[src/rtl/fetch_queue.sv]
// Instruction fetch stage with a small prefetch FIFO feeding decode.
// Owns the fetch PC, drives the asynchronous ROM address, captures
// {instr, pc} pairs and hands the head entry to decode over valid/ready.
// A redirect flushes the buffer and restarts fetch at the target PC.
module fetch_queue #(
  parameter int               WIDTH    = 32,
  parameter int               DEPTH    = 4,
  parameter logic [WIDTH-1:0] RESET_PC = '0
) (
  input  logic                       clk,
  input  logic                       rst,
  output logic [WIDTH-1:0]           imem_addr,
  input  logic [WIDTH-1:0]           imem_rdata,
  input  logic                       redirect_valid,
  input  logic [WIDTH-1:0]           redirect_pc,
  output logic                       out_valid,
  input  logic                       out_ready,
  output logic [WIDTH-1:0]           out_instr,
  output logic [WIDTH-1:0]           out_pc,
  output logic [$clog2(DEPTH+1)-1:0] count
);

  localparam int PW = $clog2(DEPTH);
  localparam int CW = $clog2(DEPTH+1);

  logic [WIDTH-1:0] fetch_pc_reg, fetch_pc_next;
  logic [PW-1:0]    rd_ptr_reg, rd_ptr_next;
  logic [PW-1:0]    wr_ptr_reg, wr_ptr_next;
  logic [CW-1:0]    count_reg, count_next;

  logic [WIDTH-1:0] instr_mem [DEPTH];
  logic [WIDTH-1:0] pc_mem    [DEPTH];

  logic pop;
  logic push;

  // A full buffer can still accept a word when the head leaves the same cycle.
  assign pop  = out_valid && out_ready;
  assign push = !redirect_valid && ((count_reg < CW'(DEPTH)) || pop);

  assign imem_addr = fetch_pc_reg;
  assign out_valid = (count_reg != '0);
  assign out_instr = instr_mem[rd_ptr_reg];
  assign out_pc    = pc_mem[rd_ptr_reg];
  assign count     = count_reg;

  // Next-state for PC, pointers and occupancy; redirect overrides push/pop.
  always_comb begin
    fetch_pc_next = fetch_pc_reg;
    rd_ptr_next   = rd_ptr_reg;
    wr_ptr_next   = wr_ptr_reg;
    count_next    = count_reg;
    if (redirect_valid) begin
      // Flush discards any concurrent pop; the target is word aligned.
      fetch_pc_next = {redirect_pc[WIDTH-1:2], 2'b00};
      rd_ptr_next   = '0;
      wr_ptr_next   = '0;
      count_next    = '0;
    end else begin
      if (push) begin
        wr_ptr_next   = wr_ptr_reg + PW'(1);
        fetch_pc_next = fetch_pc_reg + WIDTH'(4);
      end
      if (pop) begin
        rd_ptr_next = rd_ptr_reg + PW'(1);
      end
      case ({push, pop})
        2'b10:   count_next = count_reg + CW'(1);
        2'b01:   count_next = count_reg - CW'(1);
        default: count_next = count_reg;
      endcase
    end
  end

  // Control state register; reset beats redirect and handshake traffic.
  always_ff @(posedge clk) begin
    if (rst) begin
      fetch_pc_reg <= RESET_PC;
      rd_ptr_reg   <= '0;
      wr_ptr_reg   <= '0;
      count_reg    <= '0;
    end else begin
      fetch_pc_reg <= fetch_pc_next;
      rd_ptr_reg   <= rd_ptr_next;
      wr_ptr_reg   <= wr_ptr_next;
      count_reg    <= count_next;
    end
  end

  // Per-entry storage; contents are don't-care after reset, so no reset here.
  for (genvar gi = 0; gi < DEPTH; gi++) begin : g_entry
    // Capture the fetched word and its PC when this slot is the write target.
    always_ff @(posedge clk) begin
      if (!rst && push && (wr_ptr_reg == PW'(gi))) begin
        instr_mem[gi] <= imem_rdata;
        pc_mem[gi]    <= fetch_pc_reg;
      end
    end
  end

endmodule

[config.mk]
export PLATFORM = sky130hd
export DESIGN_NAME = fetch_queue
export DESIGN_NICKNAME = d
export VERILOG_FILES = /design/src/rtl/fetch_queue.sv
export SDC_FILE = /design/constraint.sdc
export NUM_CORES = 1
export LEC_CHECK = 0
export BUFFER_PORTS_ARGS = -buffer_cell sky130_fd_sc_hd__buf_2
export CAP_MARGIN = 20
export CORE_AREA = 2 2 167 169
export DETAILED_ROUTE_END_ITERATION = 8
export DIE_AREA = 0 0 169 171
export GPL_ROUTABILITY_DRIVEN = 0
export SYNTH_ARGS = -nofsm -noshare
export SYNTH_HDL_FRONTEND = slang
export SYNTH_SLANG_ARGS = --single-unit
[constraint.sdc]
create_clock -name clk -period 3.9 [get_ports clk]
set_clock_uncertainty 0.05 [all_clocks]
set_input_delay 0 -clock clk [delete_from_list [all_inputs] [get_ports clk]]
set_output_delay 0 -clock clk [all_outputs]
set_load 0.005 [all_outputs]
==> flow_summary.json, run 1 <==
{
  "numCtsBuffers": 29,
  "path_cells": "and4_1 -> nand4_1 -> o311ai_0 -> o211ai_1 -> dlygate4sd3_1",
  "postCtsSetupBuffers": 0,
  "ir_worst_vdd_uv": 333.1,
  "grt_antenna_before_repair": 0,
  "cts-htree-levels": 1,
  "synth.top_cell.area_share_pct": 66.35,
  "largest_reg_flops": 128,
  "cts_tree": "built",
  "vias": 6548,
  "n_fill_cell": 2242,
  "hp-class": "primary input to register",
  "ys_seq_area_share_pct": 73.31,
  "post_cts_resize_count": 0,
  "critPathMaxFanout": 11,
  "die_h_um": 171,
  "hold_violations": 0,
  "io_pins": 168,
  "synth-edff-count": 248,
  "async_reset_ff_share_pct": 0,
  "hpwl_um": 14620,
  "final-seq-area_um2": 8235,
  "first_pass_iters": 5,
  "maxUsedRoutingLayer": "met4",
  "fin_crit_sh_pct": 73.12,
  "drt_iter0_drc": 485,
  "worst_setup_hold_path_clk_slew_ns": 0.06,
  "start_util_pct": 41.08,
  "max_stage_delay_ns": 0.59,
  "cp-start-kind": "register",
  "synth_warnings": 0,
  "grt_pass1_vias": 6684,
  "status": "complete, no violations",
  "rsz0062_at_grt": "no",
  "rows": 61,
  "vias_per_cell": 5.363,
  "ys.flop_type": "edfxtp_1",
  "antenna_cells": 0,
  "synth_area_per_cell_um2": 18.61,
  "synth.largest_area_cell": "edfxtp_1",
  "maxSlewHeadroom_pct": 34.30,
  "p_leak_nw": 4.881,
  "drc": 0,
  "die_width_um": 169,
  "clockBufferDepth": 3,
  "tightest_slew_ns": 0.9856,
  "multiInputGateArea_um2": 2818,
  "wl_um": 24500,
  "grt_max_degree": 63,
  "syn2layout_area_growth_pct": 26.88,
  "setup-tns-final_ns": 0,
  "cp_slowest_cell": "dlygate4sd3_1",
  "grtUsageTotal_pct": 16.79,
  "drt-wirelength-per-cell_um": 20.07,
  "setup_viol": 0,
  "grt_overflow": 0,
  "cp.arrival_ns": 3.21,
  "cts_sinks": 287,
  "syn-instance-count": 603,
  "total_power_mw": 6.647,
  "grt_pass1_wl_um": 37370,
  "ys_types": 42,
  "synthTopCellsByArea": "edfxtp_1, mux4_2, dfxtp_1",
  "crit_required_ns": 4.26,
  "critical_path_class": "register to register",
  "clk_latency_ns": 0.53,
  "finalMaxSlewViolations": 0,
  "fmax_mhz": 350.7,
  "die-area_um2": 28900,
  "fin_nets": 928,
  "hold_buffers": 84,
  "regMostFlops": "instr_mem",
  "power_density_nw_per_um2": 466.8,
  "ys_ff_latch": 287,
  "core_um2": 27320,
  "period_minus_slack_ns": 2.852,
  "setup_slack_ns": 1.048,
  "max_cap_violations": 0,
  "drive_gt1_share_pct": 32.23,
  "end_kind": "register",
  "whs_ns": 0.05040,
  "route.met3.wl_um": 1392,
  "port_buffers": 161,
  "wl_met1_um": 10750,
  "postRouteAntennaNets": 0,
  "dp_slack_ns": 0.8595,
  "synth.cell_area_um2": 11220,
  "wl_met2_um": 12040,
  "root_buffer": "clkbuf_16"
}
[power breakdown]
group	total, mW	switching (mW)	internal [mW]
logic	0.375	0.171	0.204
clock network	2.78	1.09	1.69
registers	3.49	0.0769	3.42
total	6.65	1.33	5.31
[per-stage QoR]
step           util [%]  cell area, um^2  instances
6_report          52.12            14240       1221
5_1_grt           52.12            14240       1221
4_1_cts           52.12            14240       1221
3_5_place_dp      45.52            12440       1084
3_3_place_gp      45.52            12440       1084
2_1_floorplan         -            11230        606
[synth_stat cells, types with 3 or more instances]
master    count
dfxtp_1      39
edfxtp_1    248
o211ai_1      8
or3_1        12
nand4_1      10
clkbuf_1     23
o311ai_0      5
a31oi_1       5
xnor2_1       8
and3_1        5
and2_1       11
o21ai_0       4
buf_2         6
o31ai_1       8
a21oi_1       7
ha_1          6
nand2_1      20
or4_1        11
nor3_1        4
nand3_1       6
and4_1        5
a211oi_1      9
inv_1         7
buf_4         5
nor2_1       30
xor2_1        7
a311oi_1     12
o221ai_1      3
mux4_2       62
[path summary, 6_finish.rpt]
path,to,cells after the start,from,slack (ns)
setup / recovery,imem_addr[29]$_SDFFE_PP0P_,5,imem_addr[4]$_SDFFE_PP0P_,1.05
hold / removal,imem_addr[8]$_SDFFE_PP0P_,2,rst,0.05
setup reg to reg,imem_addr[29]$_SDFFE_PP0P_,5,imem_addr[4]$_SDFFE_PP0P_,1.05
hold reg to reg,wr_ptr_reg[1]$_SDFFE_PP0P_,2,wr_ptr_reg[1]$_SDFFE_PP0P_,0.47
[cells by family after synthesis]
| group | count (synthesis) | share of synthesized area [%] |
|---|---|---|
| buffers and inverters | 44 | 1.773 |
| AND/OR/NAND/NOR | 125 | 6.343 |
| other | 1 | 0.03341 |
| flip-flops | 287 | 73.31 |
| adder cells (fa/ha/maj) | 7 | 0.8473 |
| multiplexers | 62 | 12.44 |
| XOR/XNOR | 15 | 1.171 |
| AO/OA/AOI/OAI | 62 | 4.080 |
[cell type report]
| class | instances | share of cell area (%) |
|---|---|---|
| sequential | 287 | 57.83 |
| inverter | 8 | 0.2109 |
| clock buffer | 35 | 5.254 |
| multi-input combinational | 275 | 19.79 |
| clock inverter | 18 | 1.503 |
| timing repair buffer | 252 | 12.37 |
| tap | 346 | 3.040 |
[cell usage in the layout (no fill, tap or decap), drive strengths merged, types with 2 or more instances in the layout]
cell / count
dfxtp: 39
a211oi: 9
o311ai: 5
nand4: 12
mux4: 62
conb: 4
or3: 12
nand3: 6
clkbuf: 35
xnor2: 8
and3: 5
or4b: 2
and4: 6
nor2: 30
nand2: 20
nor3: 4
a311oi: 12
o31ai: 8
dlygate4sd3: 84
a21oi: 7
nand2b: 2
bufinv: 5
edfxtp: 248
and2: 11
clkinv: 14
buf: 168
o211ai: 8
a31oi: 5
or4: 11
xor2: 7
o221ai: 3
inv: 7
o21ai: 4
ha: 6
nor4: 2
[worst max-delay path, delay by kind of cell (launching register included)]
kind	cells	cell delay [ns]
compound gates	2	0.69
flops	1	0.53
buf+inv	1	0.59
simple gates	2	0.87
[metal layers]
layer	GRT usage (%)	vias to the layer above
met2	28.51	230
met1	23.15	3311
met3	2.591	29
met4	3.642	0
li1	-	2978
met5	0	-
No activity file was read; power rests on OpenSTA's default activity.
==> run 2: changes to the inputs <==
ABC_AREA = 1   (was default)
CORE_AREA = 2 2 170 172   (was 2 2 167 169)
DIE_AREA = 0 0 172 174   (was 0 0 169 171)
clock period = 2.8 ns   (was 3.9 ns; I/O delays follow)
==> run 2 against run 1 <==
  * Non-clock buffer count up 18
  * Register-to-register slack lost 0.89 ns
  * Largest power group unchanged
  * Sequential share of layout area down 2.4 points
  * Largest cell class unchanged
  * Via count is 25% higher
  * Sequential cell count is the same
  * Worst hold slack improved by 0.10 ns
==> flow_summary.json, run 2 <==
{
  "fin_area_um2": 14880,
  "die_width_um": 172,
  "rsz0062_at_grt": "no",
  "drt-wirelength-per-cell_um": 16.96,
  "postRouteAntennaNets": 0,
  "max_cap_violations": 0,
  "grt_max_degree": 85,
  "grtUsageTotal_pct": 18.27,
  "cts-htree-levels": 1,
  "synth_area_per_cell_um2": 11.98,
  "p_comb_share_pct": 5.8,
  "worst_setup_hold_path_clk_slew_ns": 0.06,
  "clockBufferDepth": 3,
  "crit_required_ns": 3.23,
  "synth_common_cells": "edfxtp_1, nor2_1, o21ai_0",
  "cp.arrival_ns": 3.08,
  "synth.top_cell.area_share_pct": 64.17,
  "placed_cells": 1477,
  "setup_viol": 0,
  "ys_types": 34,
  "io_pins": 168,
  "syn-instance-count": 969,
  "dpl_cell_area_um2": 12890,
  "antenna_cells": 0,
  "hold_violations": 0,
  "grt_antenna_before_repair": 0,
  "drt_iter0_drc": 491,
  "cts_sinks": 287,
  "ir_worst_vdd_uv": 370.9,
  "switching_share_pct": 20.28,
  "clk_latency_ns": 0.54,
  "p_int_mw": 7.579,
  "hp-class": "primary input to register",
  "synth.largest_area_cell": "edfxtp_1",
  "ys_ff_latch": 287,
  "instances_no_fill": 1624,
  "ys.flop_type": "edfxtp_1",
  "critPathMaxFanout": 9,
  "fmax_mhz": 378.5,
  "core_um2": 28240,
  "vias": 8215,
  "synth_warnings": 0,
  "fin_crit_sh_pct": 94.35,
  "synth.most_common_cell": "edfxtp_1",
  "cp-start-kind": "register",
  "finalMaxSlewViolations": 0,
  "hpwl_um": 15940,
  "synth-edff-count": 248,
  "synthTopCellsByArea": "edfxtp_1, dfxtp_1, o21ai_0",
  "rows": 62,
  "power_frac_clock_pct": 43.1,
  "period_minus_slack_ns": 2.642,
  "die-area_um2": 29930,
  "status": "complete, no violations",
  "grt_overflow": 0,
  "regMostFlops": "instr_mem",
  "vias_per_cell": 5.058,
  "power_density_nw_per_um2": 638.9,
  "root_buffer": "clkbuf_16",
  "tightest_slew_ns": 0.7348,
  "setup_slack_ns": 0.1582,
  "start_util_pct": 41.10,
  "final_cell_mix": "edfxtp_1, buf_2, nor2_1",
  "p_leak_nw": 5.409,
  "end_kind": "register",
  "power_frac_seq_pct": 51.1,
  "first_pass_iters": 6,
  "die_h_um": 174,
  "drc": 0,
  "async_reset_ff_share_pct": 0,
  "drive_gt1_share_pct": 21.85,
  "ys_seq_area_share_pct": 70.89,
  "syn2layout_area_growth_pct": 28.21,
  "p_sw_mw": 1.929,
  "wl_um": 27550,
  "whs_ns": 0.1510,
  "dp_slack_ns": 0.8034,
  "numCtsBuffers": 30,
  "fin_nets": 1294,
  "final_common_cell": "edfxtp_1",
  "synth.cell_area_um2": 11610,
  "grt_pass1_wl_um": 42540,
  "largest_reg_flops": 128,
  "total_power_mw": 9.508,
  "cts_tree": "built",
  "critical_path_class": "register to register",
  "maxSlewHeadroom_pct": 51.01,
  "grt_pass1_vias": 8129,
  "port_buffers": 161
}
[run 2: changes by cell type after synthesis, sizes merged, moves of 11 or more]
cell	before	now
o21ai	4	144
or3	12	0
a21oi	7	29
or4	11	0
and2	11	0
nor2	30	181
clkbuf	23	37
a22oi	0	20
mux4	62	0
nand2	20	93
inv	7	42
nand3	6	21
a311oi	12	0
o22ai	0	67
[run 2: critical path, cell delays in order (launching register included)]
cell and delay (ns):
dfxtp_1 0.55, nand2_1 0.15, nor2_2 0.14, nand2_1 0.10
nor2_2 0.23, a22oi_1 0.11, dlygate4sd3_1 0.59, a21oi_1 0.12
dlygate4sd3_1 0.56
[run 2: logic make-up after synthesis]
| group | synth area share [%] |
|---|---|
| buf+inv | 3.482 |
| simple gates | 11.16 |
| flops | 70.89 |
| fa+ha+maj | 0.8193 |
| xor+xnor | 0.7547 |
| compound gates | 12.86 |
| other cells | 0.03231 |
[run 2: repair_timing]
| action | CTS | global route |
|---|---|---|
| endpoints found under the hold margin | 166 | 0 |
| hold buffers | 94 | 0 |
| setup endpoints to repair | 0 | 2 |
| resized for setup | 0 | 9 |
| setup buffers | 0 | 0 |
[run 2: path summary, 6_finish.rpt]
kind	startpoint	endpoint	slack (ns)	depth (start not counted)
max reg2reg	imem_addr[10]$_SDFFE_PP0P_	imem_addr[13]$_SDFFE_PP0P_	0.16	8
min reg2reg	rd_ptr_reg[1]$_SDFFE_PP0P_	register	0.41	2
min	rst	wr_ptr_reg[1]$_SDFFE_PP0P_	0.15	4
max	imem_addr[10]$_SDFFE_PP0P_	imem_addr[13]$_SDFFE_PP0P_	0.16	8
[run 2: cell type report]
class	count	area (um^2)
flip-flops and latches	287	8243
clock inverters	17	236.5
well taps	384	480.5
repair buffers	270	1947
multi-input cells	588	3020
fillers	2462	13360
inverters	42	158.9
clock buffers	36	794.5
[run 2: routing by layer]
metal	wire length, um	track usage, %	share of wire, %	vias up
li1	-	-	-	3995
met1	12080	23.83	44	3987
met2	13600	31.71	49	197
met3	1420	3.188	5.2	36
met4	444	4.272	1.6	0
met5	0	0	0	-
[run 2: power by group through the flow]
stage          clock (mW)  combinational (mW)  sequential (mW)
2_1_floorplan           0               0.222             4.92
3_3_place_gp            0               0.441             4.95
3_5_place_dp            0               0.447             4.95
4_1_cts              4.20               0.550             4.86
5_1_grt              4.35               0.606             4.87
6_report             4.10               0.547             4.86
[run 2: stage by stage]
stage / setup TNS [ns] / utilization [%]
floorplan: -255.58 / -
global placement: 0 / 45.66
detailed placement: 0 / 45.66
CTS: 0 / 52.65
global route: 0 / 52.70
finish: 0 / 52.70
==> run 3: changes to the inputs <==
clock period = 2.1 ns   (was 2.8 ns; I/O delays follow)
==> run 3 against run 2 <==
  * Cell area increased by 0.61%
  * Clock power increased by 27%
  * Power grew 31%
  * Wire length up 8.1%
  * Register-to-register slack got worse by 0.03 ns
  * First-iteration DRC count up 30%
  * Sequential power is 32% higher
  * Via count up 1.6%
  * Clock-buffer cell count is 3 higher
  * Largest power group unchanged
==> flow_summary.json, run 3 (synthesis gave the netlist of run 2 again) <==
{
  "cp-start-kind": "register",
  "power_frac_clock_pct": 41.7,
  "root_buffer": "clkbuf_16",
  "grt_max_degree": 67,
  "dpl_cell_area_um2": 13250,
  "p_int_mw": 9.886,
  "die_width_um": 172,
  "p_comb_share_pct": 6.7,
  "grt_antenna_before_repair": 1,
  "clk_latency_ns": 0.54,
  "grt_pass1_vias": 8157,
  "dp_slack_ns": 0.1913,
  "die-area_um2": 29930,
  "fin_crit_sh_pct": 94.09,
  "placed_cells": 1513,
  "cp.arrival_ns": 1.93,
  "syn2layout_area_growth_pct": 29.00,
  "postRouteAntennaNets": 0,
  "grt_overflow": 0,
  "cts_tree": "built",
  "power_frac_seq_pct": 51.6,
  "critPathMaxFanout": 49,
  "wl_um": 29780,
  "numCtsBuffers": 30,
  "drt_iter0_drc": 638,
  "end_kind": "output pin",
  "rows": 62,
  "final-seq-area_um2": 8235,
  "hold_violations": 0,
  "instances_no_fill": 1636,
  "start_util_pct": 41.10,
  "fin_nets": 1306,
  "cp_slowest_cell": "dfxtp_4",
  "period_minus_slack_ns": 1.976,
  "port_buffers": 161,
  "crit_buf_inv": 3,
  "critical_path_class": "register to output pin",
  "max_cap_violations": 0,
  "grtUsageTotal_pct": 19.72,
  "clockBufferDepth": 3,
  "cts_sinks": 287,
  "fmax_mhz": 506.1,
  "finalMaxSlewViolations": 0,
  "largest_reg_flops": 128,
  "status": "complete, no violations",
  "postLayoutCoreUtil_pct": 53.02,
  "drive_gt1_share_pct": 24.22,
  "first_pass_iters": 5,
  "power_density_nw_per_um2": 831.5,
  "vias": 8348,
  "p_leak_nw": 5.457,
  "io_pins": 168,
  "max_stage_delay_ns": 0.42,
  "crit_required_ns": 2.05,
  "cts-htree-levels": 1,
  "n_fill_cell": 2455,
  "final_common_cell": "edfxtp_1",
  "die_h_um": 174,
  "p_sw_mw": 2.563,
  "regMostFlops": "instr_mem",
  "core_um2": 28240,
  "setup_viol": 0,
  "vias_per_cell": 5.103,
  "ir_worst_vdd_uv": 564.6,
  "rsz0062_at_grt": "no",
  "drc": 0,
  "critical-path-top-delay-family": "buffers and inverters",
  "path_cells": "buf_16 -> o21ai_0 -> o22ai_1 -> buf_4 -> buf_2",
  "fin_area_um2": 14970,
  "grt_pass1_wl_um": 45510,
  "final_cell_mix": "edfxtp_1, buf_2, nor2_1",
  "hp-class": "primary input to register",
  "multiInputGateArea_um2": 3024,
  "whs_ns": 0.1704,
  "hpwl_um": 17970,
  "reg2reg_slack_ns": 0.13,
  "drt-wirelength-per-cell_um": 18.21,
  "setup_slack_ns": 0.1241,
  "worst_setup_hold_path_clk_slew_ns": 0.06,
  "switching_share_pct": 20.59
}
run 3: cell count changes in the layout (fill, tap and decap cells not counted), sizes merged:
| cell | delta |
|---|---|
| buf | +38 |
| dlygate4sd3 | -27 |
| clkbuf | +3 |
| bufinv | -2 |
| clkinv | -2 |
| bufbuf | +1 |
| diode | +1 |
run 3: power groups by stage:
stage | logic, mW | registers [mW] | clock network (mW)
2_1_floorplan | 0.303 | 6.55 | 0
5_1_grt | 0.913 | 6.44 | 5.55
4_1_cts | 0.840 | 6.42 | 5.30
6_report | 0.836 | 6.42 | 5.19
3_5_place_dp | 0.725 | 6.54 | 0
3_3_place_gp | 0.717 | 6.54 | 0
run 3: metrics by stage:
step | power, mW | TNS, ns
finish | 12.45 | 0
global route | 12.90 | 0
CTS | 12.57 | 0
detailed placement | 7.270 | 0
global placement | 7.259 | 0
floorplan | 6.853 | -0.04963
run 3: worst paths after layout:
path | cells past startpoint | end | from
worst min-delay path | 2 | instr_mem[3][5]$_DFFE_PP_ | imem_rdata[5]
worst max register to register | 7 | imem_addr[12]$_SDFFE_PP0P_ | count[2]$_SDFFE_PP0P_
worst min register to register | 2 | register | rd_ptr_reg[1]$_SDFFE_PP0P_
worst max-delay path | 5 | out_pc[19] | register
run 3: layout make-up:
type	instances	area share, %
tap	384	3.209
timing repair buffer	282	14.01
clock buffer	39	5.382
multi-input combinational	588	20.20
sequential	287	55.01
clock inverter	13	1.103
inverter	42	1.078
antenna	1	0.01671
run 3: layer usage:
layer,global-route usage (%),vias up,routed length (um),share of wire [%]
met3,3.393,43,1697,5.7
met1,27.09,4033,13400,45
li1,-,4022,-,-
met4,5.567,0,741,2.5
met5,0,-,0,0
met2,32.33,250,13940,47
run 3: worst reg2reg max path, delay by kind of cell, from the launching register on:
family / cells / cell delay, ns
flip-flops: 1 / 0.36
AND/OR/NAND/NOR: 2 / 0.30
buffers and inverters: 3 / 0.96
AO/OA/AOI/OAI: 2 / 0.23
run 3: what timing repair did:
action,CTS,global route
hold buffers,67,0
gates resized for setup,1,6
endpoints found under the hold margin,167,0
endpoints found under the setup margin,6,4
cloned,1,0
buffers inserted,2,0
